--- config.mk ---
export PLATFORM = sky130hd
export DESIGN_NAME = mem_err_gen_flat
export DESIGN_NICKNAME = d
export VERILOG_FILES = /design/src/rtl/mem_err_gen_if.sv /design/src/rtl/mem_err_gen.sv /design/src/flat_wrapper.sv
export SDC_FILE = /design/constraint.sdc
export NUM_CORES = 1
export LEC_CHECK = 0
export BUFFER_PORTS_ARGS = -buffer_cell sky130_fd_sc_hd__buf_2
export CAP_MARGIN = 25
export CORE_ASPECT_RATIO = 1.5
export CORE_MARGIN = 2
export CORE_UTILIZATION = 35
export DETAILED_ROUTE_END_ITERATION = 10
export GPL_TIMING_DRIVEN = 0
export SLEW_MARGIN = 0
export SYNTH_ARGS = -nofsm -noshare
export SYNTH_HDL_FRONTEND = slang
export SYNTH_SLANG_ARGS = --single-unit
--- constraint.sdc ---
create_clock -name clk -period 4.66 [get_ports clk]
set_clock_uncertainty 0.2 [all_clocks]
set_input_delay 0.233 -clock clk [delete_from_list [all_inputs] [get_ports clk]]
set_output_delay 0.233 -clock clk [all_outputs]
set_load 0.1 [all_outputs]
--- src/rtl/mem_err_gen_if.sv ---
// Bus bundle for mem_err_gen: read strobe, memory handshake, data words and error flags.
// master = requester/memory side, slave = the checker block.
interface mem_err_gen_if #(
    parameter int unsigned DATA_W = 13
);
    logic              rd_stb;
    logic [1:0]        msel;
    logic              duplex;
    logic              mem_ack;
    logic [DATA_W:0]   da;
    logic [DATA_W:0]   db;
    logic              ed_clr;
    logic              mem_req;
    logic [7:0]        edx;
    logic [7:0]        edy;
    logic              eap;
    logic              ebp;
    logic [DATA_W-1:0] dout;
    logic              dvalid;
    logic              busy;

    modport master (
        output rd_stb, msel, duplex, mem_ack, da, db, ed_clr,
        input  mem_req, edx, edy, eap, ebp, dout, dvalid, busy
    );

    modport slave (
        input  rd_stb, msel, duplex, mem_ack, da, db, ed_clr,
        output mem_req, edx, edy, eap, ebp, dout, dvalid, busy
    );
endinterface

--- src/rtl/mem_err_gen.sv ---
// Duplex memory read checker: fetches a word pair, checks odd parity, re-reads once on error,
// keeps sticky first-check/recheck flags per module pair and side, and delivers the good data.
module mem_err_gen #(
    parameter int unsigned DATA_W = 13,
    parameter int unsigned TMO    = 15
) (
    input logic          clk,
    input logic          rst,
    mem_err_gen_if.slave bus
);
    localparam logic [2:0] IDLE = 3'd0;
    localparam logic [2:0] REQ1 = 3'd1;
    localparam logic [2:0] CHK1 = 3'd2;
    localparam logic [2:0] REQ2 = 3'd3;
    localparam logic [2:0] CHK2 = 3'd4;
    localparam logic [2:0] DONE = 3'd5;

    localparam int unsigned WORD_W   = DATA_W + 1;
    localparam logic [3:0]  TMO_LAST = 4'(TMO - 1);

    logic [2:0]        state;
    logic [2:0]        state_nx;
    logic [3:0]        tmo_cnt;
    logic [1:0]        msel_l;
    logic              duplex_l;
    logic [WORD_W-1:0] word_a;
    logic [WORD_W-1:0] word_b;
    logic [7:0]        edx;
    logic [7:0]        edy;
    logic [7:0]        edx_nx;
    logic [7:0]        edy_nx;
    logic [DATA_W-1:0] dout;
    logic [DATA_W-1:0] dout_sel;
    logic              dout_load;
    logic              err_a;
    logic              err_b;
    logic              in_req;
    logic              timeout;
    logic [7:0]        mask_a;
    logic [7:0]        mask_b;

    // Odd parity: a word whose bits XOR to 0 is bad; side B only counts in duplex reads.
    assign err_a   = ~(^word_a);
    assign err_b   = duplex_l & ~(^word_b);
    assign in_req  = (state == REQ1) || (state == REQ2);
    assign timeout = in_req && !bus.mem_ack && (tmo_cnt == TMO_LAST);
    assign mask_a  = 8'b01 << {msel_l, 1'b0};
    assign mask_b  = duplex_l ? (8'b10 << {msel_l, 1'b0}) : '0;

    always_comb begin
        state_nx = state;
        case (state)
            IDLE: if (bus.rd_stb) state_nx = REQ1;
            REQ1: begin
                if (bus.mem_ack)  state_nx = CHK1;
                else if (timeout) state_nx = DONE;
            end
            CHK1: state_nx = (err_a || err_b) ? REQ2 : DONE;
            REQ2: begin
                if (bus.mem_ack)  state_nx = CHK2;
                else if (timeout) state_nx = DONE;
            end
            CHK2:    state_nx = DONE;
            DONE:    state_nx = IDLE;
            default: state_nx = IDLE;
        endcase
    end

    // Clear first, then OR in this cycle's sets so a same-cycle set survives ed_clr.
    always_comb begin
        edx_nx = bus.ed_clr ? '0 : edx;
        edy_nx = bus.ed_clr ? '0 : edy;
        if (state == CHK1) begin
            if (err_a) edx_nx = edx_nx | mask_a;
            if (err_b) edx_nx = edx_nx | mask_b;
        end
        if (state == CHK2) begin
            if (err_a) edy_nx = edy_nx | mask_a;
            if (err_b) edy_nx = edy_nx | mask_b;
        end
        if (timeout) begin
            edx_nx = edx_nx | mask_a | mask_b;
            edy_nx = edy_nx | mask_a | mask_b;
        end
    end

    always_comb begin
        dout_sel = word_a[DATA_W-1:0];
        if (err_a && duplex_l && !err_b)
            dout_sel = word_b[DATA_W-1:0];
        dout_load = ((state == CHK1) && !(err_a || err_b)) || (state == CHK2);
    end

    always_ff @(posedge clk or posedge rst) begin
        if (rst) begin
            state    <= IDLE;
            tmo_cnt  <= '0;
            msel_l   <= '0;
            duplex_l <= 1'b0;
            word_a   <= '0;
            word_b   <= '0;
            edx      <= '0;
            edy      <= '0;
            dout     <= '0;
        end else begin
            state <= state_nx;
            edx   <= edx_nx;
            edy   <= edy_nx;
            if (in_req && !bus.mem_ack && !timeout)
                tmo_cnt <= tmo_cnt + 4'd1;
            else
                tmo_cnt <= '0;
            if ((state == IDLE) && bus.rd_stb) begin
                msel_l   <= bus.msel;
                duplex_l <= bus.duplex;
            end
            if (in_req && bus.mem_ack) begin
                word_a <= bus.da;
                word_b <= bus.db;
            end
            if (dout_load)
                dout <= dout_sel;
        end
    end

    assign bus.mem_req = in_req;
    assign bus.edx     = edx;
    assign bus.edy     = edy;
    assign bus.eap     = (state == CHK1) && err_a;
    assign bus.ebp     = (state == CHK1) && err_b;
    assign bus.dout    = dout;
    assign bus.dvalid  = (state == DONE);
    assign bus.busy    = (state != IDLE);
endmodule

--- src/flat_wrapper.sv ---
// flat-port wrapper written by rule: the top's interface ports become plain ports
module mem_err_gen_flat 
#(
    parameter int unsigned DATA_W = 13,
    parameter int unsigned TMO    = 15
)
  (clk, rst, bus_rd_stb, bus_msel, bus_duplex, bus_mem_ack, bus_da, bus_db, bus_ed_clr, bus_mem_req, bus_edx, bus_edy, bus_eap, bus_ebp, bus_dout, bus_dvalid, bus_busy);
  mem_err_gen_if #(.DATA_W(DATA_W)) bus_i ();
  input logic clk;
  input logic rst;
  input wire logic [$bits(bus_i.rd_stb)-1:0] bus_rd_stb;
  input wire logic [$bits(bus_i.msel)-1:0] bus_msel;
  input wire logic [$bits(bus_i.duplex)-1:0] bus_duplex;
  input wire logic [$bits(bus_i.mem_ack)-1:0] bus_mem_ack;
  input wire logic [$bits(bus_i.da)-1:0] bus_da;
  input wire logic [$bits(bus_i.db)-1:0] bus_db;
  input wire logic [$bits(bus_i.ed_clr)-1:0] bus_ed_clr;
  output wire logic [$bits(bus_i.mem_req)-1:0] bus_mem_req;
  output wire logic [$bits(bus_i.edx)-1:0] bus_edx;
  output wire logic [$bits(bus_i.edy)-1:0] bus_edy;
  output wire logic [$bits(bus_i.eap)-1:0] bus_eap;
  output wire logic [$bits(bus_i.ebp)-1:0] bus_ebp;
  output wire logic [$bits(bus_i.dout)-1:0] bus_dout;
  output wire logic [$bits(bus_i.dvalid)-1:0] bus_dvalid;
  output wire logic [$bits(bus_i.busy)-1:0] bus_busy;
  assign bus_i.rd_stb = bus_rd_stb;
  assign bus_i.msel = bus_msel;
  assign bus_i.duplex = bus_duplex;
  assign bus_i.mem_ack = bus_mem_ack;
  assign bus_i.da = bus_da;
  assign bus_i.db = bus_db;
  assign bus_i.ed_clr = bus_ed_clr;
  assign bus_mem_req = bus_i.mem_req;
  assign bus_edx = bus_i.edx;
  assign bus_edy = bus_i.edy;
  assign bus_eap = bus_i.eap;
  assign bus_ebp = bus_i.ebp;
  assign bus_dout = bus_i.dout;
  assign bus_dvalid = bus_i.dvalid;
  assign bus_busy = bus_i.busy;
  mem_err_gen #(.DATA_W(DATA_W), .TMO(TMO)) u_core (.clk(clk), .rst(rst), .bus(bus_i));
endmodule
==> Word-level counts from Yosys, hierarchy flattened <==
Cells that the tools add are included.
{ "word_totals": {"regBits": 67, "in_bits": 36, "output_inout_bits": 34} }
{ "op_classes": {"reduce_logical": 21, "n_addsub": 1, "shift": 2, "mux": 21, "bitwise": 11, "eq_ne": 7} }
{ "op_table": {"columns": ["cell", "n"], "rows": [
  ["$mux 8", 13],
  ["$or 8x8->8", 8],
  ["$reduce_xor 14->1", 2],
  ["$mux 3", 5],
  ["$pmux 3 s5", 1],
  ["$mux 13", 1],
  ["$logic_and 1x1->1", 10],
  ["$shl 1x3->8 const A", 1],
  ["$shl 2x3->8 const A", 1],
  ["$eq 3x2->1 const B", 2],
  ["$eq 3x3->1 const B", 2],
  ["$add 4x1->4 const B", 1],
  ["$eq 4x4->1 const B", 1],
  ["$logic_not 1->1", 4],
  ["$mux 4", 1],
  ["$eq 3x1->1 const B", 1],
  ["$logic_not 3->1", 1],
  ["$logic_or 1x1->1", 3],
  ["$reduce_bool 3->1", 1],
  ["$ne 2x2->1 const B", 1],
  ["$not 1->1", 2],
  ["$and 1x1->1", 1]
]} }

==> Depth between registers and ports, before layout <==
{ "depth": {"word_depth": 10, "mapped_depth": 7, "mapped_depth_nobuf": 6} }

==> Least setup slack after synthesis <==
OpenSTA, ideal clock, no wires.
{ "synth_path": {"path_kind": "reg-to-reg", "start": "reg u_core.word_b[11]", "end": "reg u_core.edx[1] (netlist: u_core.bus.edx[1])", "setup_slack_ns": -0.528, "n_path_buf": 0, "arrival_ns": 4.883, "path_stages_with_launch": 7, "cell_sequence": "dfrtp_1 -> xor2_1 -> xnor3_1 -> xnor3_2 -> nor4_1 -> a21oi_1 -> o22ai_1"} }
{ "synth_between": {"elab_chain_len": 8} }
{ "synth_rtl": {"columns": ["item", "line", "text"], "rows": [
  ["start: declaration", "mem_err_gen.sv:27", "logic [WORD_W-1:0] word_b;"],
  ["start signal: assignment", "mem_err_gen.sv:119", "word_b <= bus.db;"],
  ["$reduce_xor 14->1 *", "mem_err_gen.sv:44", "assign err_b = duplex_l & ~(^word_b);"],
  ["$not 1->1 *", "mem_err_gen.sv:44", null],
  ["$and 1x1->1 *", "mem_err_gen.sv:44", null],
  ["$mux 8 *", "mem_err_gen.sv:75", "if (err_b) edx_nx = edx_nx | mask_b;"],
  ["$mux 8 *", "mem_err_gen.sv:73", "if (state == CHK1) begin"],
  ["$or 8x8->8 (2 in series)", "mem_err_gen.sv:82", "edx_nx = edx_nx | mask_a | mask_b;"],
  ["$mux 8 *", "mem_err_gen.sv:81", "if (timeout) begin"],
  ["net u_core.edx_nx[1]", "mem_err_gen.sv:30", "logic [7:0] edx_nx;"],
  ["end signal: assignment", "mem_err_gen.sv:107", "edx <= edx_nx;"],
  ["end: declaration", "mem_err_gen.sv:28", "logic [7:0] edx;"]
]} }
The timed path passes the listed nets; every way through them passes the cells marked *.
A chain may end at the register's enable or synchronous reset.

==> Final worst setup path <==
{ "layout_path": {"start": "reg u_core.word_b[11]", "end": "out bus_ebp"} }
{ "layout_between": {"elab_chain_len": 4} }
{ "layout_rtl": {"columns": ["item", "line", "text"], "rows": [
  ["$reduce_xor 14->1", "mem_err_gen.sv:44", null],
  ["$not 1->1", "mem_err_gen.sv:44", null],
  ["$and 1x1->1", "mem_err_gen.sv:44", null],
  ["$logic_and 1x1->1", "mem_err_gen.sv:130", "assign bus.ebp = (state == CHK1) && err_b;"],
  ["end: declaration", "flat_wrapper.sv:22", "output wire logic [$bits(bus_i.ebp)-1:0] bus_ebp;"]
]} }
Every way passes these cells.

==> run summary <==
Xor and xnor area share after synthesis: 0.09159
Hold Crit Class: input pin to flip-flop
Placed Area: 3651 um2
Slowest cell on crit path: xnor3_2
Largest area contributor in the netlist: dfrtp_1
Final TNS setup: 0 ns
Number of flops mapped to enable cells by yosys: 0
Initial drt markers: 150
Worst hold slack: 0.08424 ns
Seq/Total Area, Yosys: 0.5290
Inserted Clock Buffers: 9
Distinct cells, synth: 29
Asr flop ratio synth: 1.000
CP max FO: 4
Area contributors post-synth: dfrtp_1 53%, mux2_2 13%, mux2_4 9.5%
Via/cell ratio: 4.680
Synthesized net count: 277
Simple-gate area share of the yosys netlist: 0.04777
Port bufs: 67
RD Place Congestion: 0.7075
Layout cell share with drive strength beyond 1: 0.4141
F_max: 323.8 MHz
Post-CTS Resized: 0
CTS tree: built
Critical path's top delay family: XOR/XNOR gates
1st-pass router iterations: 4
RSZ-0062 raised after global routing: false
Largest family of logic cells by synthesized area: multiplexers
Rows: 42
Slew margin rel.: 0.4378
Syn Area/Cell: 13.26 um2
Status: finished, final reports clean
CTS Hold Bufs: 33
Worst setup SP type: flip-flop
Period minus WS final: 3.088 ns
First-pass GRT wire length: 11,610 um
YS warnings: 0
Vias in the first global route: 2,361
Final ANT Viol Nets: 0
Longest Clk Path Bufs: 2
Synth top area share: 0.5290
Clk root buf: clkbuf_16
Final count of pins violating max slew: 0
Worst path bufs/invs: 1
Critical path required time: 4.23 ns
Crit-path cells: xor2_1, xnor3_1, xnor3_2, nor4_2, buf_2
Post-Syn Area: 3169 um2
Critical Path End Type: output port
Ports: 70
Grt total ovfl: 0
WL final: 6927 um
Layout fillers: 806
Num Clock Sinks: 67
Die Y: 120.5 um
Die Footprint: 9848 um2
Compound-Gate Fraction of Synth Area: 0.05961
Critical path class: flip-flop to output port
Pin count of the biggest net entering global routing: 68
Fin nets: 388
Mapped Cells: 239
Initial antenna violation count: 0
All-layer global routing usage: 0.1601
Core Box Area: 8828 um2
Adder-cell share of the synthesized area: 0.007896
Clock slew at reported path FFs: 0.06 ns
DR vias: 2,176
WL/cell: 14.90 um
Max cap viols: 0
Final Setup Violations: 0
CP arrival: 2.66 ns
Drt drc: 0
Setup Fix Bufs, Post-CTS: 0
ANT cells: 0
Clock latency on the worst-skew pair: 0.34 ns
DIE WIDTH: 81.70 um
Hold Violations, Final: 0
Post-DP HPWL: 4752 um
Layout area overhead: 35.25%
# H-tree levels: 3
Fin crit share: 0.6627
Slew @ Worst Pin: 0.8433 ns
Top_reg_cell synth: dfrtp_1
Synth Register Bits: 67
Design Area, Final: 4287 um2
Mux cell area share after synthesis: 0.2227
Starting density of the core: 0.3590
Max incr delay on CP: 0.50 ns
## cells by family (layout without fill, tap and decap cells)
kind of cell             after synthesis  count (layout)
AO/OA/AOI/OAI                         28              28
adder cells (fa/ha/maj)                2               2
multiplexers                          56              56
AND/OR/NAND/NOR                       30              30
XOR/XNOR                              25              25
flip-flops                            67              67
buffers and inverters                 31             147
## worst reg2reg max path: stages, from the launching register on
cell	delay, ns
dfrtp_1	0.40
xor2_1	0.16
xnor3_1	0.43
xnor3_2	0.49
o2111ai_2	0.15
a21oi_4	0.28
buf_6	0.24
mux2_4	0.32
## sequential cells by signal, summed over array words and instances, names as in the netlist
| register | cells |
|---|---|
| u_core.word_a | 14 |
| u_core.duplex_l | 1 |
| u_core.bus.dout | 13 |
| u_core.bus.edy | 8 |
| u_core.state | 3 |
| u_core.bus.edx | 8 |
| u_core.msel_l | 2 |
| u_core.tmo_cnt | 4 |
| u_core.word_b | 14 |
## layer usage
metal / share of wire / GRT usage / up-vias
met2: 0.52 / 0.2695 / 58
met4: 0.025 / 0.08333 / 0
met5: 0 / 0 / -
li1: - / - / 1045
met3: 0.044 / 0.03358 / 12
met1: 0.41 / 0.1879 / 1061
## cells in the final DEF, fill, tap and decap left out
cell type | Yosys | final
buf_2 | 0 | 67
dfrtp_1 | 67 | 67
mux2_2 | 36 | 36
dlygate4sd3_1 | 0 | 33
inv_1 | 23 | 22
mux2_4 | 20 | 20
xnor2_1 | 17 | 17
o22ai_1 | 16 | 16
nor2_1 | 9 | 9
clkbuf_16 | 0 | 9
nand2_1 | 8 | 8
clkbuf_1 | 5 | 6
a21oi_1 | 5 | 5
xor2_1 | 3 | 3
xnor3_1 | 3 | 3
nand2b_1 | 3 | 3
o21ai_0 | 3 | 3
buf_6 | 2 | 2
nand3_1 | 2 | 2
or3_1 | 2 | 2
nor3_1 | 2 | 2
ha_1 | 2 | 2
clkinv_2 | 0 | 2
clkbuf_8 | 0 | 2
xnor3_2 | 1 | 1
xor3_1 | 1 | 1
nand3_4 | 1 | 1
o2111ai_2 | 1 | 1
a21oi_4 | 1 | 1
a21o_1 | 1 | 1
buf_1 | 1 | 1
nor4_1 | 2 | 1
or2_2 | 1 | 1
nor4_2 | 0 | 1
inv_4 | 0 | 1
o211a_1 | 1 | 1
clkinv_4 | 0 | 1
bufinv_16 | 0 | 1
## cells in the mapped netlist, drive strengths merged, types with 4 or more instances
| master | number |
|---|---|
| dfrtp | 67 |
| mux2 | 56 |
| inv | 23 |
| xnor2 | 17 |
| o22ai | 16 |
| nor2 | 9 |
| nand2 | 8 |
| a21oi | 6 |
| clkbuf | 5 |
| xnor3 | 4 |
## cell type report
| class | count | area, um2 | share of cell area |
|---|---|---|---|
| sequential | 67 | 1677 | 0.3911 |
| multi-input combinational | 141 | 1368 | 0.3190 |
| timing repair buffer | 100 | 665.6 | 0.1553 |
| clock buffer | 12 | 256.5 | 0.05984 |
| tap | 110 | 137.6 | 0.03211 |
| inverter | 23 | 88.84 | 0.02072 |
| clock inverter | 4 | 48.80 | 0.01138 |
| buffer | 8 | 45.04 | 0.01051 |
## path summary, 6_finish.rpt
path                                         from            endpoint  slack (ns)  cells past startpoint
worst max-delay path            u_core.word_b[11]             bus_ebp        1.57                      5
worst min-delay path                   bus_ed_clr   u_core.bus.edx[2]        0.08                      2
worst max register to register  u_core.word_b[11]  u_core.bus.dout[6]        1.87                      7
worst min register to register  u_core.tmo_cnt[0]   u_core.tmo_cnt[0]        0.29                      1
max in group asynchronous                     rst    u_core.word_a[7]        3.26                      3
min in group asynchronous                     rst  u_core.bus.dout[5]        0.43                      3
## through the flow
step	setup slack [ns]	utilization	cells
6_report	1.572	0.4855	465
5_1_grt	1.423	0.4855	465
4_1_cts	1.535	0.4855	465
3_5_place_dp	1.834	0.4135	416
3_3_place_gp	1.626	0.4133	416
2_1_floorplan	0.4155	-	239
Power is left out: the tool's default activity adds up to more than one toggle a clock period on the data nets, which glitch-free logic cannot reach.
